--- src/rtl/ctrl_sequencer.sv ---
`default_nettype none
// ============================================================================
// Module      : ctrl_sequencer
// Description : Fetch/decode/execute control sequencer for the 16-bit
//               accumulator CPU. Consumes the opcode field of the instruction
//               register and drives every PC, IR, ACC, carry and memory strobe
//               in the datapath. One FSM step per clk edge while ce=1.
// Revision    : 1.0 - initial release
// ----------------------------------------------------------------------------
// Optional feature macro: CTRL_HALT_RESUME_EN
//   defined   -> adds input 'run'; run=1 with ce=1 in HALT resumes at FETCH
//   undefined -> HALT is left only through rst
// ----------------------------------------------------------------------------
// Ports:
//   clk          in   rising-edge clock
//   rst          in   asynchronous active-high reset (state -> INIT)
//   ce           in   clock enable; strobes valid and state advances only when 1
//   code_op[2:0] in   opcode from instruction register bits 15:13
//   carry        in   current carry flag
//   run          in   (CTRL_HALT_RESUME_EN only) resume from HALT
//   init_PC      out  synchronous PC clear
//   load_PC      out  PC load strobe
//   sel_PC_src   out  PC source: 0 = PC+1, 1 = instruction address field
//   sel_adr      out  memory address: 0 = PC, 1 = instruction address field
//   load_RI      out  instruction register load strobe
//   load_ACC     out  accumulator load strobe
//   ual_op[1:0]  out  ALU op: 00 NOR, 01 ADD, 10 PASS(M), 11 AND
//   load_carry   out  carry flag update from ALU
//   clear_carry  out  carry flag synchronous clear
//   mem_ce       out  memory access enable
//   mem_we       out  memory write enable
//   halted       out  high while in HALT
//   state        out  current state (debug)
// ============================================================================
module ctrl_sequencer #(
  parameter int STATE_W = 3
) (
  input  logic               clk,
  input  logic               rst,
  input  logic               ce,
  input  logic [2:0]         code_op,
  input  logic               carry,
`ifdef CTRL_HALT_RESUME_EN
  input  logic               run,
`endif
  output logic               init_PC,
  output logic               load_PC,
  output logic               sel_PC_src,
  output logic               sel_adr,
  output logic               load_RI,
  output logic               load_ACC,
  output logic [1:0]         ual_op,
  output logic               load_carry,
  output logic               clear_carry,
  output logic               mem_ce,
  output logic               mem_we,
  output logic               halted,
  output logic [STATE_W-1:0] state
);

  // Encoding is externally visible through 'state'; values are fixed.
  typedef enum logic [STATE_W-1:0] {
    S_INIT   = 3'd0,
    S_FETCH  = 3'd1,
    S_DECODE = 3'd2,
    S_EXEC   = 3'd3,
    S_STORE  = 3'd4,
    S_HALT   = 3'd5
  } state_t;

  localparam logic [2:0] c_OP_NOR = 3'b000;
  localparam logic [2:0] c_OP_ADD = 3'b001;
  localparam logic [2:0] c_OP_STA = 3'b010;
  localparam logic [2:0] c_OP_JCC = 3'b011;
  localparam logic [2:0] c_OP_LDA = 3'b100;
  localparam logic [2:0] c_OP_AND = 3'b101;
  localparam logic [2:0] c_OP_JMP = 3'b110;
  localparam logic [2:0] c_OP_HLT = 3'b111;

  state_t     r_state;
  state_t     w_next;

  logic       w_init_pc;
  logic       w_load_pc;
  logic       w_sel_pc_src;
  logic       w_sel_adr;
  logic       w_load_ri;
  logic       w_load_acc;
  logic [1:0] w_ual_op;
  logic       w_load_carry;
  logic       w_clear_carry;
  logic       w_mem_ce;
  logic       w_mem_we;
  logic       w_halted;

  // State register: asynchronous reset, advances only on enabled edges.
  always_ff @(posedge clk or posedge rst) begin
    if (rst) begin
      r_state <= S_INIT;
    end else if (ce) begin
      r_state <= w_next;
    end
  end

  // Next-state and ungated output decode.
  always_comb begin
    w_next        = r_state;
    w_init_pc     = 1'b0;
    w_load_pc     = 1'b0;
    w_sel_pc_src  = 1'b0;
    w_sel_adr     = 1'b0;
    w_load_ri     = 1'b0;
    w_load_acc    = 1'b0;
    w_ual_op      = 2'b00;
    w_load_carry  = 1'b0;
    w_clear_carry = 1'b0;
    w_mem_ce      = 1'b0;
    w_mem_we      = 1'b0;
    w_halted      = 1'b0;

    case (r_state)
      S_INIT: begin
        w_init_pc = 1'b1;
        w_next    = S_FETCH;
      end

      // IR capture and PC+1 happen on the same edge.
      S_FETCH: begin
        w_mem_ce  = 1'b1;
        w_load_ri = 1'b1;
        w_load_pc = 1'b1;
        w_next    = S_DECODE;
      end

      // Mealy decode: jumps complete here, so they cost only two cycles.
      S_DECODE: begin
        case (code_op)
          c_OP_NOR, c_OP_ADD, c_OP_LDA, c_OP_AND: w_next = S_EXEC;
          c_OP_STA: w_next = S_STORE;
          c_OP_JCC: begin
            // Jump on carry clear; a set carry is consumed instead.
            if (!carry) begin
              w_load_pc    = 1'b1;
              w_sel_pc_src = 1'b1;
            end else begin
              w_clear_carry = 1'b1;
            end
            w_next = S_FETCH;
          end
          c_OP_JMP: begin
            w_load_pc    = 1'b1;
            w_sel_pc_src = 1'b1;
            w_next       = S_FETCH;
          end
          c_OP_HLT: w_next = S_HALT;
          default:  w_next = S_INIT;
        endcase
      end

      // code_op is still valid here because the IR only loads in FETCH.
      S_EXEC: begin
        w_sel_adr  = 1'b1;
        w_mem_ce   = 1'b1;
        w_load_acc = 1'b1;
        case (code_op)
          c_OP_ADD: begin
            w_ual_op     = 2'b01;
            w_load_carry = 1'b1;
          end
          c_OP_LDA: w_ual_op = 2'b10;
          c_OP_AND: w_ual_op = 2'b11;
          default:  w_ual_op = 2'b00;
        endcase
        w_next = S_FETCH;
      end

      S_STORE: begin
        w_sel_adr = 1'b1;
        w_mem_ce  = 1'b1;
        w_mem_we  = 1'b1;
        w_next    = S_FETCH;
      end

      S_HALT: begin
        w_halted = 1'b1;
`ifdef CTRL_HALT_RESUME_EN
        if (run) begin
          w_next = S_FETCH;
        end else begin
          w_next = S_HALT;
        end
`else
        w_next = S_HALT;
`endif
      end

      // Unused codes recover to INIT with every output quiet.
      default: w_next = S_INIT;
    endcase
  end

  // Strobes are qualified by ce; selects, ual_op, halted and state are not.
  assign init_PC     = w_init_pc     & ce;
  assign load_PC     = w_load_pc     & ce;
  assign load_RI     = w_load_ri     & ce;
  assign load_ACC    = w_load_acc    & ce;
  assign load_carry  = w_load_carry  & ce;
  assign clear_carry = w_clear_carry & ce;
  assign mem_ce      = w_mem_ce      & ce;
  assign mem_we      = w_mem_we      & ce;
  assign sel_PC_src  = w_sel_pc_src;
  assign sel_adr     = w_sel_adr;
  assign ual_op      = w_ual_op;
  assign halted      = w_halted;
  assign state       = r_state;

endmodule
`default_nettype wire

--- config.mk ---
export PLATFORM = sky130hd
export DESIGN_NAME = ctrl_sequencer
export DESIGN_NICKNAME = d
export VERILOG_FILES = /design/src/rtl/ctrl_sequencer.sv
export SDC_FILE = /design/constraint.sdc
export NUM_CORES = 1
export LEC_CHECK = 0
export CORE_AREA = 2 2 39 41
export CTS_CLUSTER_DIAMETER = 30
export DETAILED_ROUTE_END_ITERATION = 12
export DIE_AREA = 0 0 41 43
export HOLD_SLACK_MARGIN = 0.1
export PLACE_DENSITY = 0.58
export SLEW_MARGIN = 10
export SYNTH_ARGS = -nofsm -noshare
export SYNTH_HDL_FRONTEND = slang
export SYNTH_SLANG_ARGS = --single-unit
--- constraint.sdc ---
create_clock -name clk -period 2.9 [get_ports clk]
set_input_delay 0.435 -clock clk [delete_from_list [all_inputs] [get_ports clk]]
set_output_delay 0.435 -clock clk [all_outputs]
set_load 0.01 [all_outputs]
==> impl_metrics.toml, run 1 <==
[timing]
max_clock_freq_mhz = 419
fin_crit_ns = 2.39
slew_headroom_pct = 80.3
hold_viol = 0
skew_ns = 0.00160
tns_ns = 0
final_max_slew_viol_count = 0
fin_crit_sh_pct = 82.3
tightest_slew_ns = 0.292
rsz0062_at_grt = "false"
setup_viol = 0
setup_ws_ns = 0.512

[critical_path]
critPathRequiredTime_ns = 2.47
critical_path.max_stage_delay_ns = 0.55
worstPathMaxFanout = 5
worstPathArrival_ns = 1.95
cp_cell_sequence = "clkdlybuf4s50_1 -> nand2b_1 -> o21a_1 -> o21bai_1 -> clkdlybuf4s50_1"
endpoint_kind = "primary output"
crit_top_cell = "clkdlybuf4s50_1"
worstSetupStartpointType = "input pin"
cpMaxStageDelayCell = "clkdlybuf4s50_1"
path_class = "input pin to primary output"

[clock_tree]
clk_latency_ns = 0.23
cts_resized = 0
cts.path.max_buffers = 2
cts_setup_buffers = 0
cts_tree = "yes"
cts_sinks = 3
path_clk_slew_ns = 0.04
numCtsBuffers = 3
cts_max_level = 1
clockRootBuffer = "clkbuf_4"
holdBufCountCts = 0

[synth]
synth.distinct_cells = 23
syn-num-nets = 48
ys_seq_elements = 3
ys_seq_area_share_pct = 23.9
syn_area_per_cell_sq_um = 7.66
yosys_warnings = 0
syn_area_sq_um = 314
synthCells = 41

[pwr]
seq_power_share_pct = 24.4
p_comb_share_pct = 58.2
leakage_nw = 0.261
power_switching_mw = 0.155
p_per_area_mw_per_mm2 = 719
ir_worst_vdd_mv = 0.374
clockPowerShare_pct = 17.4
p_int_mw = 0.262
p_sw_share_pct = 37.2

[drt]
drt.antenna.violating_nets = 0
routed_via_density = 4.45
wl_per_cell_um = 10.3
vias = 365
drcViolationCount = 0
drt_iter0_drc = 6
drt_wl_total_um = 845
dr.pass1.iters = 3

[final_layout]
final_layout_size_suffix_gt1_share_pct = 9.09
final_common_cell = "clkdlybuf4s50_1"
final_cells = 82
fin_nets = 74
final_area_sq_um = 579
antenna_cells = 0
largest_reg_flops = 3
area_delta_synth_final_pct = 84.5
final_cell_mix = "22 x clkdlybuf4s50_1, 4 x nand2b_1, 4 x nor2_1"

[run]
cap_violations = 0

[min_path]
hold_path_class = "input pin to asynchronous set/reset pin"

[floorplan]
die_area_sq_mm = 0.00176
rows = 14
initial_core_util_pct = 22.7
die_y_um = 43
core_sq_mm = 0.00138
ios = 23
die_x_um = 41

[place]
placed_cell_area_sq_um = 553
portBuffers = 22
post-place-ws_ns = 0.491
hpwl_um = 653
placed_cells = 78
gp_routability_congestion = 0.720

[grt]
grt_antenna_before_repair = 0
grt_max_degree = 12
grt_pass1_vias = 342
grt_overflow = 0
grt_pass1_wl_um = 1370
track_usage_pct = 11.9

[outcome]
status = "completed"
==> worst max-delay path: cells and delay by family <==
kind                   cells  cell delay, ns
buffers and inverters      2            1.01
AOI/OAI and AO/OA          2            0.32
and+or+nand+nor            1            0.19
==> kinds of logic (layout without fill, tap and decap cells) <==
logic type | after synthesis | after routing | synth area share (%)
compound gates | 10 | 10 | 23.9
buf+inv | 5 | 30 | 6.37
flops | 3 | 3 | 23.9
simple gates | 23 | 23 | 45.8
==> power groups by stage <==
| stage | sequential (mW) | combinational [mW] | clock (mW) |
|---|---|---|---|
| 6_report | 0.102 | 0.243 | 0.0726 |
| 5_1_grt | 0.108 | 0.263 | 0.0787 |
| 4_1_cts | 0.103 | 0.247 | 0.0780 |
| 3_5_place_dp | 0.104 | 0.246 | 0 |
| 3_3_place_gp | 0.105 | 0.245 | 0 |
| 2_1_floorplan | 0.0927 | 0.126 | 0 |
==> metrics by stage <==
stage          util, %  hold WS, ns  power [mW]
2_1_floorplan        -        0.189       0.219
3_3_place_gp      40.0        0.612       0.350
3_5_place_dp      40.0        0.619       0.349
4_1_cts           41.9        0.363       0.428
5_1_grt           41.9        0.373       0.449
6_report          41.9        0.369       0.417
==> final timing paths <==
check                           start  endpoint  slack, ns  cells past startpoint
setup / recovery           code_op[2]   load_PC       0.51                      5
hold / removal                    rst  state[1]       0.37                      2
setup reg to reg             state[2]  state[2]       1.71                      3
hold reg to reg              state[1]  state[0]       0.67                      1
max in group asynchronous         rst  state[0]       2.41                      2
min in group clk             state[1]  state[0]       0.67                      1
==> cell type report <==
cell class / instances / area, sq um
Sequential cell: 3 / 75.1
Multi-Input combinational cell: 33 / 219
Clock buffer: 4 / 26.3
Fill cell: 169 / 805
Inverter: 3 / 11.3
Timing Repair Buffer: 23 / 228
Tap cell: 16 / 20.0
==> routing by layer <==
| layer | track usage, % | vias to the layer above | routed length [um] |
|---|---|---|---|
| met2 | 14.7 | 11 | 404 |
| met4 | 12.0 | 0 | 0 |
| li1 | - | 196 | - |
| met5 | 0 | - | 0 |
| met1 | 15.8 | 158 | 391 |
| met3 | 2.09 | 0 | 49 |
==> cells in the mapped netlist, drive strengths merged <==
cell	count	area (sq um)
a21o	2	15.0
nor2b	3	28.8
nor3	2	10.0
buf	1	5.00
and4bb	1	12.5
o21a	2	15.0
dfrtp	3	75.1
nor2	4	15.0
and4b	1	10.0
nand2	3	11.3
inv	3	11.3
and2	2	12.5
nand2b	4	25.0
clkbuf	1	3.75
o22a	1	8.76
a211oi	1	7.51
o31ai	1	7.51
and3	3	18.8
o41ai	1	8.76
o21ai	1	5.00
o21bai	1	7.51
(Power assumes the default switching activity.)
==> inputs of run 2 (changes only) <==
--- a/config.mk
+++ b/config.mk
@@ -10,7 +10,7 @@
 export DETAILED_ROUTE_END_ITERATION = 12
 export DIE_AREA = 0 0 41 43
 export HOLD_SLACK_MARGIN = 0.1
-export PLACE_DENSITY = 0.58
+export PLACE_DENSITY = 0.6
 export SLEW_MARGIN = 10
 export SYNTH_ARGS = -nofsm -noshare
 export SYNTH_HDL_FRONTEND = slang
==> constraint.sdc (replaced) <==
create_clock -name clk -period 2.1 [get_ports clk]
set_input_delay 0.315 -clock clk [delete_from_list [all_inputs] [get_ports clk]]
set_output_delay 0.315 -clock clk [all_outputs]
set_load 0.01 [all_outputs]
==> impl_metrics.toml, run 2 (same netlist as run 1, synthesis figures left out) <==
[outcome]
status = "completed"

[timing]
tightest_slew_ns = 0.324
final_max_slew_viol_count = 0
slew_headroom_pct = 78.1
rsz0062_at_grt = "false"
fin_crit_ns = 2.02
fin_crit_sh_pct = 96.3
setup_viol = 0
tns_ns = 0
max_clock_freq_mhz = 494
skew_ns = 0.000807
hold_viol = 0

[clock_tree]
numCtsBuffers = 3
cts_sinks = 3
clockRootBuffer = "clkbuf_4"
cts_tree = "yes"
path_clk_slew_ns = 0.04
cts.path.max_buffers = 2
cts_max_level = 1
clk_latency_ns = 0.23

[pwr]
leakage_nw = 0.362
ir_worst_vdd_mv = 0.519
p_per_area_mw_per_mm2 = 1010
p_int_mw = 0.433
power_switching_mw = 0.238
p_sw_share_pct = 35.4
clockPowerShare_pct = 15.3
p_comb_share_pct = 66.7
seq_power_share_pct = 17.9

[drt]
vias = 399
dr.pass1.iters = 4
drt.antenna.violating_nets = 0
drt_iter0_drc = 4
routed_via_density = 4.34
drcViolationCount = 0
drt_wl_total_um = 974
wl_per_cell_um = 10.6

[grt]
grt_antenna_before_repair = 0
grt_pass1_vias = 389
gr-usage-met1_pct = 18.1
grt_use_met3_pct = 4.71
track_usage_pct = 13.6
busiest_layer = "met1"
grt_max_degree = 10
use_met2_pct = 17.2
grt_pass1_wl_um = 1580
grt_overflow = 0

[place]
gp_routability_congestion = 0.759
portBuffers = 22
placed_cells = 84
hpwl_um = 721

[final_layout]
largest_reg_flops = 3
postLayoutCoreUtil_pct = 48.0
final_cell_mix = "17 x clkdlybuf4s50_1, 11 x buf_4, 4 x nor2_1"
final_layout_size_suffix_gt1_share_pct = 23.7
fin_nets = 84
antenna_cells = 0
final_cells = 92
final_common_cell = "clkdlybuf4s50_1"
area_delta_synth_final_pct = 112

[critical_path]
endpoint_kind = "primary output"
critPathRequiredTime_ns = 1.78
worstSetupStartpointType = "input pin"
path_class = "input pin to primary output"
worstPathArrival_ns = 1.71
regToRegSetupSlack_ns = 0.79
worstPathMaxFanout = 9

[floorplan]
die_area_sq_mm = 0.00176
initial_core_util_pct = 22.7
die_y_um = 43
rows = 14
core_sq_mm = 0.00138
die_x_um = 41
ios = 23

[run]
cap_violations = 0

[min_path]
hold_path_class = "input pin to asynchronous set/reset pin"
-- run 2: changes by cell type in the layout (fill, tap and decap cells not counted), sizes merged --
cell / change
dlymetal6s2s: +2
dlygate4sd2: +3
clkdlybuf4s50: -5
buf: +10
-- run 2: critical path: stages --
cell and delay [ns]:
clkdlybuf4s50_1 0.53, buf_4 0.18, and3_1 0.16, clkdlybuf4s50_1 0.53
-- run 2: path summary, 6_finish.rpt --
check	from	endpoint	cells past startpoint
worst max-delay path	ce	load_ACC	4
worst min-delay path	rst	state[0]	2
worst max register to register	state[0]	state[0]	4
worst min register to register	state[1]	state[0]	2
max in group asynchronous	rst	state[2]	2
min in group clk	state[1]	state[0]	2
-- run 2: what timing repair did --
action / CTS / global route
pin swaps: 0 / 0
resized for setup: 4 / 3
hold buffers: 0 / 0
buffers inserted: 2 / 2
endpoints found under the setup margin: 4 / 4
-- run 2: power groups by stage --
stage	Sequential [mW]	Combinational [mW]	Clock, mW
after floorplan	0.128	0.174	0
after global placement	0.130	0.390	0
after detailed placement	0.130	0.390	0
after CTS	0.124	0.423	0.109
after global routing	0.127	0.483	0.117
final	0.120	0.448	0.103
-- run 2: cell type report --
type                       count  area [sq um]
timing repair buffer          33           304
fill                         139           719
multi-input combinational     33           226
clock buffer                   4          26.3
inverter                       3          11.3
sequential                     3          76.3
tap                           16          20.0
-- run 2: stage by stage --
stage	worst slack, ns	hold WS, ns	cell area, sq um	power [mW]
6_report	0.0769	0.249	664	0.671
5_1_grt	0.00672	0.250	664	0.728
4_1_cts	0.00403	0.246	637	0.656
3_5_place_dp	-0.0336	0.504	598	0.520
3_3_place_gp	-0.0265	0.490	598	0.521
2_1_floorplan	0.647	0.0686	314	0.302
-- run 2: per-layer routing --
layer	routed length, um	share of wire (%)
met1	471	48
met2	450	46
met3	53	5.4
met4	0	0
met5	0	0
==> inputs of run 3 (changes only) <==
--- a/config.mk
+++ b/config.mk
@@ -6,7 +6,7 @@
 export NUM_CORES = 1
 export LEC_CHECK = 0
 export CORE_AREA = 2 2 39 41
-export CTS_CLUSTER_DIAMETER = 30
+export CTS_CLUSTER_DIAMETER = 50
 export DETAILED_ROUTE_END_ITERATION = 12
 export DIE_AREA = 0 0 41 43
 export HOLD_SLACK_MARGIN = 0.1
==> results of run 3 <==
The final DEF is identical to that of run 2; final timing and power are the same.
